File: config.mk
export PLATFORM = sky130hd
export DESIGN_NAME = fifo_rd_stream_flat
export DESIGN_NICKNAME = d
export VERILOG_FILES = /design/src/rtl/fifo_rd_stream_if.sv /design/src/rtl/fifo_rd_stream.sv /design/src/flat_wrapper.sv
export SDC_FILE = /design/constraint.sdc
export NUM_CORES = 1
export LEC_CHECK = 0
export CAP_MARGIN = 10
export CORE_MARGIN = 2
export CORE_UTILIZATION = 40
export CTS_BUF_LIST = sky130_fd_sc_hd__clkbuf_2 sky130_fd_sc_hd__clkbuf_4 sky130_fd_sc_hd__clkbuf_8
export CTS_CLUSTER_DIAMETER = 100
export CTS_CLUSTER_SIZE = 28
export DETAILED_ROUTE_END_ITERATION = 10
export PLACE_DENSITY = 0.77
export SYNTH_ARGS = -nofsm -noshare
export SYNTH_HDL_FRONTEND = slang
export SYNTH_SLANG_ARGS = --single-unit
File: constraint.sdc
create_clock -name rclk -period 1.9 [get_ports rclk]
set_clock_uncertainty 0.1 [all_clocks]
set_input_delay 0.38 -clock rclk [delete_from_list [all_inputs] [get_ports rclk]]
set_output_delay 0.38 -clock rclk [all_outputs]
set_load 0.02 [all_outputs]
File: src/rtl/fifo_rd_stream_if.sv
// Valid/ready stream carrying words drained from the async FIFO read side.
// The master drives data and valid. The slave (consumer) drives ready.
interface fifo_rd_stream_if #(
  parameter int DSIZE = 8
);
  logic [DSIZE-1:0] m_data;
  logic             m_valid;
  logic             m_ready;

  modport master (
    output m_data,
    output m_valid,
    input  m_ready
  );

  modport slave (
    input  m_data,
    input  m_valid,
    output m_ready
  );
endinterface

File: src/rtl/fifo_rd_stream.sv
// Read-domain drain adapter: pops the async FIFO into a 2-entry buffer and presents a
// valid/ready stream, with a flush sequence and a saturating delivered-word count.
module fifo_rd_stream #(
  parameter int DSIZE = 8,
  parameter int CSIZE = 16
) (
  input  logic               rclk,
  input  logic               rrst_n,
  input  logic               rempty,
  input  logic [DSIZE-1:0]   rdata,
  output logic               rinc,
  fifo_rd_stream_if.master   m,
  input  logic               flush,
  output logic               flush_done,
  output logic [CSIZE-1:0]   word_cnt
);

  localparam logic [1:0] ST_INIT  = 2'd0;
  localparam logic [1:0] ST_RUN   = 2'd1;
  localparam logic [1:0] ST_FLUSH = 2'd2;

  logic [1:0]       state;
  logic [1:0]       cnt;
  logic [DSIZE-1:0] head_q;
  logic [DSIZE-1:0] tail_q;
  logic             xfer;

  function automatic logic [CSIZE-1:0] sat_inc(input logic [CSIZE-1:0] v);
    return (&v) ? v : v + 1'b1;
  endfunction

  // Pop gating depends only on registered state and rempty, never on m_ready.
  always_comb begin
    rinc = 1'b0;
    case (state)
      ST_RUN:   rinc = !rempty && (cnt < 2'd2);
      ST_FLUSH: rinc = !rempty;
      default:  rinc = 1'b0;
    endcase
  end

  assign m.m_valid = (cnt != 2'd0);
  assign m.m_data  = head_q;
  assign xfer      = m.m_valid && m.m_ready;

  always_ff @(posedge rclk or negedge rrst_n) begin
    if (!rrst_n) begin
      state      <= ST_INIT;
      cnt        <= 2'd0;
      head_q     <= '0;
      tail_q     <= '0;
      flush_done <= 1'b0;
    end else begin
      flush_done <= 1'b0;
      case (state)
        ST_INIT: state <= ST_RUN;
        ST_RUN: begin
          if (flush) begin
            // A transfer on this edge is still counted; everything else is dropped.
            cnt   <= 2'd0;
            state <= ST_FLUSH;
          end else begin
            case ({rinc, xfer})
              2'b10: begin
                if (cnt == 2'd0) head_q <= rdata;
                else             tail_q <= rdata;
                cnt <= cnt + 2'd1;
              end
              2'b01: begin
                head_q <= tail_q;
                cnt    <= cnt - 2'd1;
              end
              2'b11: begin
                if (cnt == 2'd1) begin
                  head_q <= rdata;
                end else begin
                  head_q <= tail_q;
                  tail_q <= rdata;
                end
              end
              default: ;
            endcase
          end
        end
        ST_FLUSH: begin
          // Popped words are simply not stored; leave once the FIFO reads empty.
          if (rempty) begin
            state      <= ST_RUN;
            flush_done <= 1'b1;
          end
        end
        default: state <= ST_INIT;
      endcase
    end
  end

  always_ff @(posedge rclk or negedge rrst_n) begin
    if (!rrst_n) word_cnt <= '0;
    else if (xfer) word_cnt <= sat_inc(word_cnt);
  end

endmodule

File: src/flat_wrapper.sv
// flat-port wrapper written by rule: the top's interface ports become plain ports
module fifo_rd_stream_flat 
#(
  parameter int DSIZE = 8,
  parameter int CSIZE = 16
)
  (rclk, rrst_n, rempty, rdata, rinc, flush, flush_done, word_cnt, m_m_data, m_m_valid, m_m_ready);
  fifo_rd_stream_if #(.DSIZE(DSIZE)) m_i ();
  input  logic rclk;
  input  logic rrst_n;
  input  logic rempty;
  input  logic [DSIZE-1:0] rdata;
  output logic rinc;
  input  logic flush;
  output logic flush_done;
  output logic [CSIZE-1:0] word_cnt;
  output wire logic [$bits(m_i.m_data)-1:0] m_m_data;
  output wire logic [$bits(m_i.m_valid)-1:0] m_m_valid;
  input wire logic [$bits(m_i.m_ready)-1:0] m_m_ready;
  assign m_m_data = m_i.m_data;
  assign m_m_valid = m_i.m_valid;
  assign m_i.m_ready = m_m_ready;
  fifo_rd_stream #(.DSIZE(DSIZE), .CSIZE(CSIZE)) u_core (.rclk(rclk), .rrst_n(rrst_n), .rempty(rempty), .rdata(rdata), .rinc(rinc), .m(m_i), .flush(flush), .flush_done(flush_done), .word_cnt(word_cnt));
endmodule
# Word level (Yosys, flattened, before mapping)
# Cells that the tools add are included.
# op_classes
div_mod_pow	0
mux	14
n_lt_le_gt_ge	1
n_reduce_logical	15
shifts	0
multipliers	0
add_sub_neg	3
eq_ne	11
bitwise	2
# ops
op	n
$mux 8	4
$pmux 8 s3	1
$add 16x1->16 const B	1
$pmux 8 s2	1
$reduce_and 16->1	1
$ne 2x2->1 const B	4
$eq 2x1->1 const B	3
$eq 2x2->1 const B	3
$mux 2	3
$pmux 2 s3	1
$reduce_and 2->1	3
$reduce_bool 3->1	2
$reduce_and 5->1	1
$logic_not 2->1	2
$pmux 2 s2	1
$reduce_and 4->1	1
$reduce_bool 2->1	2
$add 2x1->2 const B	1
$logic_and 1x1->1	2
$lt 2x2->1 const B	1
$mux 1	2
$ne 2x1->1 const B	1
$not 1->1	2
$pmux 1 s2	1
2 further kinds	2
# word_totals
n_memories	0
mem_bits_rw	0
latchBits	0
reg_bits	37
output_inout_bits	27
rom_bits	0
word_cells	52

# Depth between registers and ports, before layout
# Gate-level depths: netlist of the first run.
# logic_depth
depth_word	6
ltp_mapped	9
mapped_depth_nobuf	7

# Worst setup path after synthesis of the first run
# OpenSTA, ideal clock, no wires.
# synth_timing
path_type	reg2reg
start	reg u_core.cnt[0]
end	reg u_core.word_cnt[9]
n_path_buf	1
setup_slack_ns	-0.103
path_stages_with_launch	9
period_less_slack_ns	2.003
arrival_time_ns	1.823
cell_sequence	dfrtp_1 inv_1 ha_1 inv_1 nand2_2 or3_1 buf_4 nor3_1 xor2_1
# synth_via
elab_chain_len	3
# synth_lines
item	line_no	source
start: declaration	fifo_rd_stream.sv:23	logic [1:0] cnt;
start signal: assignment	fifo_rd_stream.sv:67	cnt <= cnt + 2'd1;
start signal: assignment	fifo_rd_stream.sv:71	cnt <= cnt - 2'd1;
$reduce_bool 2->1	fifo_rd_stream.sv:42	assign m.m_valid = (cnt != 2'd0);
named net m_m_valid	flat_wrapper.sv:18	output wire logic [$bits(m_i.m_valid)-1:0] m_m_valid;
$logic_and 1x1->1	fifo_rd_stream.sv:44	assign xfer = m.m_valid && m.m_ready;
$reduce_and 2->1 (no source line)	n/a	
end signal: assignment	fifo_rd_stream.sv:99	else if (xfer) word_cnt <= sat_inc(word_cnt);
end: declaration	fifo_rd_stream.sv:15	output logic [CSIZE-1:0] word_cnt
# The timed path passes the listed nets, and every way through them passes these cells.
# A chain may end at the register's enable or synchronous reset.

# Worst setup path after layout of the first run
# layout_timing
start	reg u_core.state[0]
end	reg u_core.head_q[4], in the netlist u_core.m.m_data[4]
# layout_via
elab_chain_len	5
word_cells_on_any_way	10
classes_between	6 x eq/ne; 2 x mux; 2 x reduce/logical
# layout_lines
item	line_no	source
start: declaration	fifo_rd_stream.sv:22	logic [1:0] state;
start signal: assignment	fifo_rd_stream.sv:48	state <= ST_INIT;
start signal: assignment	fifo_rd_stream.sv:56	ST_INIT: state <= ST_RUN;
start signal: assignment	fifo_rd_stream.sv:61	state <= ST_FLUSH;
$eq 2x2->1 / $eq 2x1->1 (equally long branches)	fifo_rd_stream.sv:35, fifo_rd_stream.sv:55	
$pmux 1 s2	fifo_rd_stream.sv:35	case (state)
$eq 2x2->1 / $eq 2x1->1 (equally long branches)	fifo_rd_stream.sv:63	case ({rinc, xfer})
$ne 2x1->1 (no source line) / $reduce_bool 3->1 (equally long branches)	n/a	
$reduce_and 4->1 (no source line)	n/a	
end signal: assignment	fifo_rd_stream.sv:65	if (cnt == 2'd0) head_q <= rdata;
end signal: assignment	fifo_rd_stream.sv:70	head_q <= tail_q;
end signal: assignment	fifo_rd_stream.sv:75	head_q <= rdata;
end: declaration	fifo_rd_stream.sv:24	logic [DSIZE-1:0] head_q;
# Several ways; a longest one is shown, not always the timed one.

==> results, run 1 <==
- For the worst-skew pair, the clock arrives at the later sink with an insertion delay of ~0.29 ns.
- Of all cell types, the one taking the most synthesized area is sky130_fd_sc_hd__dfrtp_1.
- TritonCTS built the clock tree.
- Hold repair after CTS inserted 0 buffers.
- Based on the critical path, the design can be clocked at up to just over 500 MHz.
- The top-area cell type share of the netlist area is about half.
- Measured along the y axis, the die boundary spans around 70 um.
- STA classifies the critical path startpoint as a register.
- The total setup violations reported at the end of the flow is 8.
- The initialized floorplan defines 24 standard-cell rows.
- The beginning of the worst register-to-register path is u_core.state[0].
- The maximum fanout along the worst path is 8.
- In the final layout, the share of cells above drive strength 1 is between 30% and 40%.
- The endpoint of the most critical setup path is u_core.m.m_data[4].
- Clock tree synthesis selected as its root buffer the cell sky130_fd_sc_hd__clkbuf_8.
- The critical path contains buffers and inverters numbering 3 combined.
- The first-pass GRT wire length is roughly 6.6 mm.
- STA puts the critical path data required time at between 1.5 and 2 ns.
- By startpoint and endpoint, the worst setup path is classified as register to register.
- The finished cells cover around 2700 um^2.
- For this design the ratio of total power to cell area is around 1400 nW/um^2.
- Walking the worst path, the cells encountered are buf_6 > ha_4 > nor2b_4 > o21a_1 > buf_6 > a21o_1 > buf_12 > mux2i_1 > a21oi_1.
- In this run the static leakage power is between 1 and 1.5 nW.
- The post-route total power is 0.00371 W.
- The arrival time reported for the critical path endpoint is around 2.0 ns.
- When the netlist entered floorplanning its net count stood at between 150 and 200.
- Summing all multi-input logic gate instances after layout gives 972 um^2.
- Setup slack on the worst reg-to-reg path comes out at -0.04 ns.
- The count of boundary I/O pins is 40.
- The reported max-cap violation count is 0.
- The number of clock buffers inserted by TritonCTS is 5.
- The type of the most critical hold path is input pin to async pin.
- The last weighted congestion value of the routability-driven placer is between 0.8 and 0.9.
- The first detailed-routing pass took 4 iterations.
- The total track usage is about 16%.
- The count of nets left with antenna violations after detail routing is 0.
- The initial core utilization is a little over two fifths.
- During placement, the flow inserted port buffers numbering 39.
- The repair_antennas step left the layout with diodes totalling 0.
- Across all hold checks on the routed design, the worst slack comes to roughly 0.022 ns.
- The relative slew slack is 69.1%.
- Ranked by total cell area, the synthesized netlist is headed by sky130_fd_sc_hd__dfrtp_1, sky130_fd_sc_hd__mux2_2, sky130_fd_sc_hd__ha_1.
- The horizontal die dimension is just over 70 um.
- After global routing the overflow that remains totals 0.
- The number of synthesized flops with an enable pin is 0.
- The number of remaining DRC errors is 0.
- The async set-reset flop share out of synthesis is between 90% and 100%.
- The maximum cell stage delay along the critical path is 0.40 ns.
- STA classifies the critical path endpoint as a register.
- The critical path runs through a total of 9 cells.
- The full die area is a little over 5000 um^2.
- The post-synth design cell area is approximately 1800 um^2.
- The final design utilization is between 60 and 70%.
- The max-slew violation total from the final report came to 0.
- The layout filler cell count is 367.
- The initial antenna violation count is 0.
- The worst path in the final design needs a cycle of ~1.9 ns, including I/O delays and setup.
- The final count of hold timing violations was 0.
- The cell with the largest stage delay on the worst path is sky130_fd_sc_hd__dfrtp_1.
- The wire length per cell after detailed routing is 13.3 um.
- The pin slew with the least headroom to its limit is about 0.46 ns.
- The total number of vias is ~1500.
- The flip-flop cell with the highest count after synthesis is sky130_fd_sc_hd__dfrtp_1.
- The H-tree was split into 2 levels.
- The commonest cells after synthesis are sky130_fd_sc_hd__dfrtp_1, sky130_fd_sc_hd__nor2_1, sky130_fd_sc_hd__a21oi_1.
- The number of warnings printed during yosys synthesis is 0.
- The flow ran to the end, but the final reports show violations.
- The final reports fail on setup timing.
- The most common cell in the netlist is sky130_fd_sc_hd__dfrtp_1.
- Counting every sink on the clock net gives 37.
- The endpoint of the worst-slack reg-to-reg timing path is u_core.m.m_data[4].
- The synthesis-to-finish area growth is 49.4%.
- Dividing the final minimum period by the clock period gives 102%.
- The placed wire-length estimate after detailed placement is about 2.8 mm.
- In the final layout, flip-flops and latches occupy slightly above 900 um^2.
- The number of global-route vias before repair is between 1000 and 1500.
- In the synthesized netlist, the number of instances is about 170.
- No sink is reached through more buffers than the 2 on the longest clock path.
- The post-synthesis register bit count is 37.
- The total area inside the core boundary comes to 4380 um^2.
- The net count of the finished layout is roughly 260.
- In this run the cell area measured after placement is around 2500 um^2.
- The number of cells on the worst reg-to-reg path is 9.
- The portion of the post-synthesis area used by sequential elements is roughly 51%.
- In this design, the critical path's most frequently occurring cell is sky130_fd_sc_hd__buf_6.
- The largest net degree at the start of global routing is 38.
- The average instance in the mapped netlist occupies 10.9 um^2.
- On the critical path the largest part of the delay comes from compound AO/OA/AOI/OAI gates.
- VDD sags by at most about 870 uV.
- The final layout contains routed wiring with a total length of around 3.9 mm.
- Clock-pin slew was measured on the worst setup and hold paths at approximately 0.07 ns.
- After synthesis, the netlist uses 32 different library cells.
- Setup repair after global routing could not meet its margin everywhere.
- The DRC marker count from the first detailed-route iteration is 50.
- The final worst slack is -0.0438 ns.
- The detail-routed via count per cell is between 5 and 6.
- The critical path starts at u_core.state[0].
==> how the worst min path moves through the flow <==
stage          slack [ns]                  to   start
6_report             0.02  u_core.word_cnt[4]  rrst_n
5_1_grt              0.07  u_core.word_cnt[4]  rrst_n
4_1_cts              0.03  u_core.word_cnt[4]  rrst_n
3_5_place_dp         0.35  u_core.word_cnt[4]  rrst_n
3_3_place_gp         0.35  u_core.word_cnt[3]  rrst_n
2_1_floorplan       -0.02       u_core.cnt[0]  rrst_n
==> kinds of logic after synthesis <==
| kind of cell | after synthesis | share of synthesized area, % |
|---|---|---|
| xor gates and xnor gates | 15 | 7.20 |
| DFF | 37 | 50.7 |
| and+or+nand+nor | 56 | 15.7 |
| adders and majority gates | 8 | 5.48 |
| AOI/OAI and AO/OA | 22 | 7.40 |
| buffers and inverters | 12 | 3.02 |
| muxes | 18 | 10.5 |
==> stage by stage <==
step	worst slack [ns]	TNS, ns	std cells
3_5_place_dp	-0.296	-5.31	283
3_3_place_gp	-0.306	-4.84	283
6_report	-0.0438	-0.104	293
4_1_cts	-0.0636	-0.197	292
5_1_grt	-0.111	-0.894	293
2_1_floorplan	-0.0240	-0.0677	168
==> cell usage in the layout, fill, tap and decap left out, types with 2 or more instances in the layout <==
master                            count
sky130_fd_sc_hd__nor2b_4              2
sky130_fd_sc_hd__inv_1                5
sky130_fd_sc_hd__dfrtp_1             37
sky130_fd_sc_hd__xnor2_1              8
sky130_fd_sc_hd__mux2_2               9
sky130_fd_sc_hd__clkdlybuf4s50_1     32
sky130_fd_sc_hd__ha_4                 3
sky130_fd_sc_hd__nand3_1              7
sky130_fd_sc_hd__xor2_1               7
sky130_fd_sc_hd__clkbuf_8             5
sky130_fd_sc_hd__nor2b_2              2
sky130_fd_sc_hd__nand2_1             10
sky130_fd_sc_hd__mux2i_1              9
sky130_fd_sc_hd__ha_1                 4
sky130_fd_sc_hd__buf_4               28
sky130_fd_sc_hd__o221ai_2             2
sky130_fd_sc_hd__dlygate4sd2_1        4
sky130_fd_sc_hd__o21a_1               3
sky130_fd_sc_hd__buf_2                2
sky130_fd_sc_hd__and2_1               2
sky130_fd_sc_hd__a21oi_1             12
sky130_fd_sc_hd__nand4_1              4
sky130_fd_sc_hd__nor2_1              14
sky130_fd_sc_hd__buf_6                2
sky130_fd_sc_hd__nor3_2               4
sky130_fd_sc_hd__inv_2                3
==> layer usage <==
layer / global-route usage [%] / wire length [um] / up-vias
li1: - / - / 727
met1: 19.8 / 1700 / 699
met2: 27.5 / 1920 / 38
met3: 3.52 / 174 / 11
met4: 9.22 / 114 / 0
met5: 0 / 0 / -
==> flip-flops by register name (all words and copies together), names as in the netlist <==
name and cells:
u_core.cnt 2, u_core.state 2, u_core.tail_q 8, u_core.word_cnt 16, u_core.m.m_data 8, u_core.flush_done 1
==> cell type report <==
type                       count  area share [%]
inverter                       8            1.10
clock inverter                 2            1.28
sequential                    37            33.9
tap                           52            2.39
multi-input combinational    119            35.6
timing repair buffer          70            23.1
clock buffer                   5            2.52
==> what timing repair did <==
item,in CTS,in global routing
gates resized for setup,20,15
setup buffers,2,1
setup endpoints to repair,24,35
pin swaps,10,9
gates cloned,0,0
==> power breakdown <==
group / internal [W] / total (W) / leakage (nW) / switching [W]
clock: 0.000381 / 0.000645 / 0.0540 / 0.000264
combinational: 0.000985 / 0.00190 / 0.731 / 0.000913
sequential: 0.00102 / 0.00117 / 0.474 / 0.000148
No activity file was read; power rests on OpenSTA's default activity.
==> inputs of run 2 (changes only) <==
GPL_TIMING_DRIVEN = 0   (was default)
==> run 2 against run 1 <==
Net effect: the run still ends with setup timing left; global-route usage decreased by 0.86 points; setup slack gained 0.028 ns; via count down 2.0%; clock-buffer cell count unchanged; critical path depth shrank 4; cell count fell by 2.7%; critical path type is now register to output pin.
==> results, run 2 (synthesized netlist as in run 1, its figures left out) <==
- Result of the run: complete, but fails checks (unchanged).
- Violated checks: setup timing (unchanged).
- The count of input and output buffers is 39 (unchanged).
- The post-layout instance area is 2720 um^2 (was 2730 um^2).
- The placed cell count is 259 (was 283).
- The total negative slack is -0.0157 ns (was -0.104 ns).
- The reported max-cap violation count is 0 (unchanged).
- The CTS tree was done (unchanged).
- The placement-stage worst setup slack is -0.465 ns (was -0.296 ns).
- The number of buffers added to fix hold violations after cts is 0 (unchanged).
- Setup repair after global routing missed its margin: true (unchanged).
- The power per unit of standard cell area came to 1370 nW/um^2 (was 1360 nW/um^2).
- The endpoint class of the critical path is an output pin (was register).
- The pin slew with the least headroom to its limit is 0.813 ns (was 0.464 ns).
- The remaining global-route overflow is 0 (unchanged).
- The final worst slack was -0.0157 ns (was -0.0438 ns).
- The first-pass GRT wire length came to 6.28 mm (was 6.58 mm).
- The number of remaining DRC errors came to 0 (unchanged).
- The register ranked first by flip-flop count is u_core.word_cnt (unchanged).
- The full die area came to 5120 um^2 (unchanged).
- The synthesis-to-finish area growth is 48.9% (was 49.4%).
- The max-slew violation total from the final report is 0 (unchanged).
- The kind of start point of the critical path is a register (unchanged).
- The clock latency at the later pin of the worst-skew pair came to 0.29 ns (about the same).
- The count of nets left with antenna violations after detail routing is 0 (unchanged).
- The switching share of power is 36.3% (was 35.7%).
- The count of non-filler cells in the finished layout was 285 (was 293).
- The sequential share of power is 32.5% (was 31.5%).
- The power share of the combinational group came to 49.0% (was 51.1%).
- The largest net degree at the start of global routing came to 38 (unchanged).
- The part of the power in the clock network is 18.5% (was 17.4%).
- The cell-internal power came to 0.00238 W (was 0.00239 W).
- The final critical delay including setup and external delays is 1.92 ns (was 1.94 ns).
- The number of global-route vias before repair is 1390 (was 1476).
- The clock-pin slew on the worst setup and hold paths is 0.08 ns (was 0.07 ns).
- The initial antenna violation count is 0 (unchanged).
- The total track usage is 15.6% (was 16.5%).
- The count of boundary I/O pins is 40 (unchanged).
- The DRC marker count from the first detailed-route iteration was 86 (was 50).
- Most frequent cells in the layout: sky130_fd_sc_hd__dfrtp_1, sky130_fd_sc_hd__clkdlybuf4s50_1, sky130_fd_sc_hd__buf_4 (unchanged).
- The power spent charging and discharging nets is 0.00136 W (was 0.00132 W).
- The leakage component of the power is 1.31 nW (was 1.26 nW).
- The layout net count is 253 (was 262).
- The last weighted congestion value of the routability-driven placer is 0.793 (was 0.817).
- The final count of hold timing violations is 0 (unchanged).
- The initial core utilization is 41.6% (unchanged).
- The flip-flop count of the largest register, all copies and words added is 16 (unchanged).
- The total setup violations reported at the end of the flow is 1 (was 8).
- The horizontal die dimension is 71.6 um (unchanged).
- The arrival time reported for the critical path endpoint came to 1.44 ns (was 2.01 ns).
- The critical path start-end classification is register to output pin (was register to register).
- The maximum resistive drop on vdd is 686 uV (was 870 uV).
- The total number of vias was 1445 (was 1475).
- The antenna cell count came to 0 (unchanged).
- The maximum fanout along the worst path is 4 (was 8).
- The highest attainable clock frequency was 522 MHz (was 514 MHz).
- The count of H-tree levels built during CTS is 2 (unchanged).
- The relative slew slack is 45.8% (was 69.1%).
- The root buffer cell is sky130_fd_sc_hd__clkbuf_8 (unchanged).
- The detail-routed via count per cell is 5.07 (was 5.03).
- The wire length per cell after detailed routing is 13.7 um (was 13.3 um).
- The placed wire-length estimate after detailed placement is 2.58 mm (was 2.83 mm).
- The final period utilization was 101% (was 102%).
- The sink count of the clock tree is 37 (unchanged).
- The floorplan die height came to 71.6 um (unchanged).
- The fraction of layout cells with a size suffix above 1 came to 30.0% (was 30.7%).
- The area after detailed placement is 2290 um^2 (was 2480 um^2).
- The placement row count is 24 (unchanged).
- The number of iterations in the first detailed-routing pass is 4 (unchanged).
- The number of clock buffers inserted by TritonCTS is 5 (unchanged).
- The total wirelength of the detailed-routed design was 3.90 mm (was 3.91 mm).
- The placeable core region is 4380 um^2 (unchanged).
- The type of the most critical hold path is input pin to async pin (unchanged).
- The most common cell after layout, fill and taps aside was sky130_fd_sc_hd__dfrtp_1 (unchanged).
- The maximum clock path buffer count was 2 (unchanged).
- The required time of the critical path was 1.42 ns (was 1.96 ns).
==> run 2: cell types whose count changed in the layout (fill, tap and decap cells not counted), moves of 2 or more <==
cell	before	now
sky130_fd_sc_hd__clkdlybuf4s50_1	32	29
sky130_fd_sc_hd__dfrtp_2	0	2
sky130_fd_sc_hd__dlymetal6s2s_1	1	5
sky130_fd_sc_hd__o221ai_1	0	2
sky130_fd_sc_hd__o221ai_2	2	0
sky130_fd_sc_hd__nor2b_4	2	4
sky130_fd_sc_hd__dfrtp_1	37	35
sky130_fd_sc_hd__buf_6	2	4
sky130_fd_sc_hd__nor2b_2	2	0
sky130_fd_sc_hd__buf_4	28	19
==> run 2: final cells by class <==
type | instances | area (um^2)
tap | 52 | 65.1
timing repair buffer | 58 | 542
clock buffer | 5 | 68.8
inverter | 8 | 30.0
clock inverter | 3 | 46.3
multi-input combinational | 119 | 1010
buffer | 3 | 30.0
sequential | 37 | 928
fill | 361 | 1670
==> run 2: power by group through the flow <==
stage / logic [W] / clock network, W / registers [W]
2_1_floorplan: 0.000705 / 0 / 0.00139
3_3_place_gp: 0.00137 / 0 / 0.00123
3_5_place_dp: 0.00141 / 0 / 0.00124
4_1_cts: 0.00162 / 0.000713 / 0.00121
5_1_grt: 0.00198 / 0.000752 / 0.00124
6_report: 0.00183 / 0.000691 / 0.00121
==> run 2: worst max-delay path: stages (launching register included) <==
cell	delay (ns)
sky130_fd_sc_hd__dfrtp_1	0.40
sky130_fd_sc_hd__buf_6	0.13
sky130_fd_sc_hd__ha_4	0.15
sky130_fd_sc_hd__nor2b_4	0.12
sky130_fd_sc_hd__o21a_4	0.21
sky130_fd_sc_hd__buf_6	0.13
==> run 2: path summary, 6_finish.rpt <==
check / startpoint / to / slack [ns] / cells after the start
max in group asynchronous: rrst_n / u_core.word_cnt[3] / 1.07 / 1
worst max-delay path: u_core.state[0] / rinc / -0.02 / 5
worst min register to register: u_core.tail_q[0] / u_core.tail_q[0] / 0.41 / 1
worst min-delay path: rrst_n / u_core.word_cnt[13] / 0.08 / 1
min in group rclk: u_core.tail_q[0] / u_core.tail_q[0] / 0.41 / 1
worst max register to register: u_core.state[0] / u_core.cnt[1] / 0.03 / 9
==> run 2: metal layers <==
| metal | vias up | share of wire (%) | global-route usage (%) |
|---|---|---|---|
| li1 | 702 | - | - |
| met1 | 703 | 43 | 19.5 |
| met2 | 36 | 51 | 26.3 |
| met3 | 4 | 5.0 | 4.78 |
| met4 | 0 | 0.82 | 4.40 |
| met5 | - | 0 | 0 |
==> run 2: per-stage QoR <==
step	hold WS (ns)	total power, W	utilization, %
CTS	0.105	0.00354	58.1
detailed placement	0.394	0.00265	52.2
finish	0.0779	0.00373	62.0
global placement	0.385	0.00260	52.3
floorplan	-0.0156	0.00210	-
global route	0.135	0.00398	62.0
==> run 2: repair_timing <==
item                       4_1_cts  5_1_grt
hold endpoints to repair         0        0
setup buffers                    8       11
resized for setup               31       22
setup endpoints to repair       27       29
cloned                           0        0
pin swaps                        2        5
